==> config.mk <==
export PLATFORM = sky130hd
export DESIGN_NAME = ram_sp
export DESIGN_NICKNAME = d
export VERILOG_FILES = /design/src/rtl/ram_sp.sv
export SDC_FILE = /design/constraint.sdc
export NUM_CORES = 1
export LEC_CHECK = 0
export BUFFER_PORTS_ARGS = -buffer_cell sky130_fd_sc_hd__buf_2
export CAP_MARGIN = 15
export CORE_AREA = 2 2 39 41
export CTS_CLUSTER_DIAMETER = 120
export CTS_CLUSTER_SIZE = 12
export DETAILED_ROUTE_END_ITERATION = 12
export DIE_AREA = 0 0 41 43
export HOLD_SLACK_MARGIN = 0.06
export PLACE_DENSITY = 0.35
export SYNTH_ARGS = -nofsm -noshare
export SYNTH_HDL_FRONTEND = slang
export SYNTH_SLANG_ARGS = --single-unit
==> constraint.sdc <==
create_clock -name clock -period 0.8 [get_ports clock]
set_input_delay 0.08 -clock clock [delete_from_list [all_inputs] [get_ports clock]]
set_output_delay 0.08 -clock clock [all_outputs]
set_load 0.02 [all_outputs]
==> src/rtl/ram_sp.sv <==
// ram_sp: single-port, flop-based synchronous RAM with registered,
// write-first read data. Async reset clears every word and the output.
module ram_sp #(
  parameter int ADDRESS_BITS = 1,
  parameter int DATA_BITS    = 1
) (
  input  logic                    clock,
  input  logic                    reset,
  input  logic                    write,
  input  logic [ADDRESS_BITS-1:0] address,
  input  logic [DATA_BITS-1:0]    data_in,
  output logic [DATA_BITS-1:0]    data_out
);

  localparam int DEPTH = 2 ** ADDRESS_BITS;

  // Reject parameter values outside the supported range at elaboration.
  if (ADDRESS_BITS < 1 || ADDRESS_BITS > 12) begin : g_bad_address_bits
    $error("ram_sp: ADDRESS_BITS=%0d outside 1..12", ADDRESS_BITS);
  end
  if (DATA_BITS < 1 || DATA_BITS > 64) begin : g_bad_data_bits
    $error("ram_sp: DATA_BITS=%0d outside 1..64", DATA_BITS);
  end

  logic [DATA_BITS-1:0] mem_q [DEPTH];
  logic [DATA_BITS-1:0] mem_d [DEPTH];
  logic [DATA_BITS-1:0] data_out_q;
  logic [DATA_BITS-1:0] data_out_d;

  // Next-state: update the addressed word on write; read returns the new data.
  always_comb begin
    // NOTE: every output of this block gets a default first so no latch is inferred.
    mem_d      = mem_q;
    data_out_d = mem_q[address];
    if (write) begin
      mem_d[address] = data_in;
      data_out_d     = data_in;
    end
  end

  // State registers: array and output register, cleared by async reset.
  always_ff @(posedge clock or posedge reset) begin
    if (reset) begin
      // NOTE: the array is built from flops precisely so that reset can clear every word.
      for (int i = 0; i < DEPTH; i++) begin
        // NOTE: non-blocking assignments keep all flops updating from pre-edge values.
        mem_q[i] <= '0;
      end
      data_out_q <= '0;
    end else begin
      mem_q      <= mem_d;
      data_out_q <= data_out_d;
    end
  end

  assign data_out = data_out_q;

endmodule

=== Word-level counts from Yosys, hierarchy flattened ===
Index checks and enable logic that the tools add are counted.

* Logic and storage cells: 14
* Memory bits (read-only): 0
* Output and inout port bits: 1
* Memory bits (writable): 0
* Flip-flop bits (word level): 3
* Bits in latches: 0
* Input bits: 5
* Memories kept: 0

* Equal/unequal tests: 0
* Add/sub/neg operators: 0
* Reduce and logical (&&, ||, !) cells: 1
* Multiplexer cells: 7
* Multiply operators: 0
* Div/mod/pow operators: 0
* Shift operators: 0
* Magnitude comparators: 2
* Bitwise operators: 1

{| class="wikitable"
|+ Operators with widths
! cell !! number
|-
| 2-to-1 mux 1 bit || 5
|-
| bitwise mux 2 bit || 1
|-
| greater-or-equal comparator 2 bit, second input constant || 1
|-
| < comparator 2 x 1 -> 1 bit, second input constant || 1
|-
| inverter 1 -> 2 bit || 1
|-
| demux 1 bit (select 1 bit) || 1
|-
| logical AND 1 bit || 1
|}

=== Longest topological paths before layout ===
* Depth after elaboration: 6
* Depth in mapped cells: 2
* Gate-level depth less buffers: 2

=== Worst setup path after synthesis ===
OpenSTA, ideal clock, no wires.

* Path type: register -> register
* Start point: register mem_q[0] (netlist bit)
* End point: register mem_q[0] (netlist bit)
* Cell stages (with the launch flop): 2
* Buffers on the path: 0
* Data arrival time: 0.594 ns
* Slack: 0.081 ns
* Required time: 0.675 ns
* Setup time: 0.125 ns
* Clock period less this slack: 0.719 ns
* Cell sequence: dfrtp_1 > mux2_2

* Cells in the longest elaborated chain, start to end: 1

{| class="wikitable"
|+ RTL lines
! what !! line !! source
|-
| start: declaration || 25 || <nowiki>logic [DATA_BITS-1:0] mem_q [DEPTH];</nowiki>
|-
| start signal: assignment || 51 || <nowiki>mem_q <= mem_d;</nowiki>
|-
| bitwise mux 2 bit || 36 || <nowiki>mem_d[address] = data_in;</nowiki>
|}

Every way passes these cells.
A chain may end at the register's enable or synchronous reset.

=== Final worst setup path ===
* Start point: register data_out_q, in the netlist data_out
* End point: output data_out

{| class="wikitable"
|+ RTL lines
! what !! line !! source
|-
| start: declaration || 27 || <nowiki>logic [DATA_BITS-1:0] data_out_q;</nowiki>
|-
| start signal: assignment || 52 || <nowiki>data_out_q <= data_out_d;</nowiki>
|-
| end: declaration || 12 || <nowiki>output logic [DATA_BITS-1:0] data_out</nowiki>
|}

No word-level cell between the ends.

==> results.py <==
metrics = {
    "cts": {
        "clk_latency_ps": 230,
        "root_buffer": "clkbuf_4",
        "clk_pin_slew_ps": 40,
        "cts_sinks": 3,
        "cts_inserted_buffers": 3,
        "htree_levels": 1,
        "cts_buffer_depth": 2,
        "cts_tree": "built",
        "post_cts_buffers": 0,
    },
    "setup_path": {
        "setup.worst_path.end": "data_out",
        "slowest_stage": "dfrtp_1",
        "r2r_slack_ps": 50,
        "cpPeakStageDelay_ps": 360,
        "crit_buf_inv": 1,
        "r2r-start": "mem_q[0]",
        "cp_data_arrival_time_ps": 730,
        "startpoint": "data_out",
        "cp_max_fo": 1,
        "start_kind": "flop",
        "path_delay_family": "flip-flops",
        "reg2reg_to": "mem_q[0]",
        "end_kind": "output pin",
        "path_depth": 1,
        "cp_data_required_time_ps": 720,
        "worstPathCellList": "buf_6",
        "worstRegToRegCells": 1,
        "critPathKind": "reg2out",
    },
    "grt": {
        "grt_max_degree": 5,
        "grt_pass1_vias": 128,
        "grt_first_pass_wirelength_um": 483,
        "use_met2_pct": 4.38,
        "gr-total-overflow": 0,
        "grt.busiest_layer": "met3",
        "use_met1_pct": 4.85,
        "track_usage_pct": 5.03,
        "antenna_found_initial": 0,
        "met3_usage_pct": 7.85,
    },
    "timing": {
        "clock_skew_ps": 0.923,
        "fmax_mhz": 1240,
        "min_period_ps": 806,
        "slew-limit-headroom_pct": 89.0,
        "fin_ws_ps": -6.13,
        "timing.final.crit_share_pct": 101,
        "rsz0062_at_grt": "true",
        "hold_viol_final": 0,
        "worst_pin_slew_ps": 164,
        "hold_ws_ps": 101,
        "finalSetupTns_ps": -6.13,
        "setup_violations": 1,
        "drv_slew": 0,
    },
    "cells_and_area": {
        "synthToLayoutAreaGrowth_pct": 65.4,
        "filler_cell_count": 158,
        "final_common_cell": "buf_2",
        "regArea_um2": 75.1,
        "drive_gt1_share_pct": 47.6,
        "fin_nets": 27,
        "final_cell_mix": "4 x buf_2, 3 x clkbuf_4, 3 x dfrtp_1",
        "multi_input_area_um2": 55.1,
        "antennaDiodeCount": 0,
        "fin_area_um2": 221,
    },
    "synth": {
        "ys_seq_area_share_pct": 56.1,
        "avgSynthCellArea_um2": 12.2,
        "synth_area_leaders": "dfrtp_1 56%, mux2_4 11%, mux2_2 8.4%",
        "ys_warn_count": 0,
        "syn-num-nets": 16,
        "syn_area_um2": 134,
        "synth_cell_types": 8,
        "synth_cells": 11,
        "ys_ff_latch": 3,
        "yosysTopAreaCell": "dfrtp_1",
        "yosys.area.top_type_share_pct": 56.1,
    },
    "pwr": {
        "p_sw_share_pct": 22.9,
        "p_seq_share_pct": 35.1,
        "ir_drop_mv": 0.922,
        "total_leakage_power_nw": 0.109,
        "power_density_nw_per_um2": 2380,
        "p_int_uw": 407,
        "clkPwrFrac_pct": 50.6,
        "power_frac_comb_pct": 14.3,
        "p_switching_uw": 121,
        "fin_total_pwr_uw": 527,
    },
    "floorplan": {
        "coreArea_um2": 1380,
        "dieHeight_um": 43,
        "die_w_um": 41,
        "io_pins": 6,
        "fp.dieArea_um2": 1760,
        "rows": 14,
        "initial_core_util_pct": 9.67,
    },
    "placement": {
        "placed_area_um2": 179,
        "numPortBuffers": 5,
        "pre_cts_slack_ps": 33.2,
        "gp_congestion": 0.552,
    },
    "routing": {
        "wl_per_cell_um": 7.32,
        "drt_pass1_iterations": 2,
        "ant_nets": 0,
        "wirelength_um": 271,
        "vias": 118,
        "drcViolationCount": 0,
        "viasPerCell": 3.19,
        "drt_iter0_drc": 2,
    },
    "run": {
        "max-cap-violations": 0,
    },
    "hold_path": {
        "min_path_type": "in2reg",
    },
    "outcome": {
        "violations": "negative setup slack",
        "status": "complete, but fails checks",
    },
}
-- final cells by class --
class / count / area share (%)
Clock buffer: 4 / 11.9
Sequential cell: 3 / 33.9
Inverter: 1 / 1.69
Tap cell: 16 / 9.04
Timing Repair Buffer: 6 / 18.6
Multi-Input combinational cell: 7 / 24.9
-- power by group through the flow --
stage          Combinational [mW]  Clock (mW)  Sequential, mW
3_3_place_gp               0.0627           0           0.183
5_1_grt                    0.0837       0.304           0.187
2_1_floorplan              0.0338           0           0.190
6_report                   0.0756       0.267           0.185
4_1_cts                    0.0767       0.280           0.185
3_5_place_dp               0.0657           0           0.185
-- per-stage QoR --
stage          std cells  utilization, %
6_report              37            16.0
5_1_grt               37            16.0
4_1_cts               37            16.0
3_5_place_dp          32            12.9
3_3_place_gp          32            12.9
2_1_floorplan         11               -
-- worst min path at each step --
stage	startpoint	endpoint	slack (ps)	depth (start not counted)
after global routing	data_in	mem_q[1]	100	2
after floorplan	reset	data_out	-170	1
after detailed placement	reset	data_out	-40	2
after CTS	write	data_out	100	2
final	write	data_out	100	2
after global placement	reset	data_out	-50	2
-- repair_timing --
action | CTS | global route
hold endpoints to repair | 3 | 0
endpoints found under the setup margin | 1 | 1
cloned | 0 | 0
gates resized for setup | 2 | 0
hold buffers | 1 | 0
-- routing by layer --
| layer | share of wire, % | vias to the layer above |
|---|---|---|
| met3 | 18 | 0 |
| met2 | 34 | 10 |
| met1 | 47 | 52 |
| li1 | - | 56 |
| met5 | 0 | - |
| met4 | 0 | 0 |
-- state kept, by name (all words and copies together) (netlist names) --
signal	cells
mem_q	2
data_out	1
-- logic make-up (layout without fill, tap and decap cells) --
family                 after synthesis  in the layout  share of synthesized area [%]
and+or+nand+nor                      3              3                           10.3
buffers and inverters                1             11                           2.80
AOI/OAI and AO/OA                    1              1                           3.73
DFF                                  3              3                           56.1
muxes                                3              3                           27.1
-- synth_stat cells --
cell type / instances
dfrtp_1: 3
nand2_1: 2
inv_1: 1
mux2_2: 1
mux2_4: 1
mux2i_1: 1
nand2b_1: 1
o21ai_0: 1
Note: power is estimated with default switching activity, not from simulation.
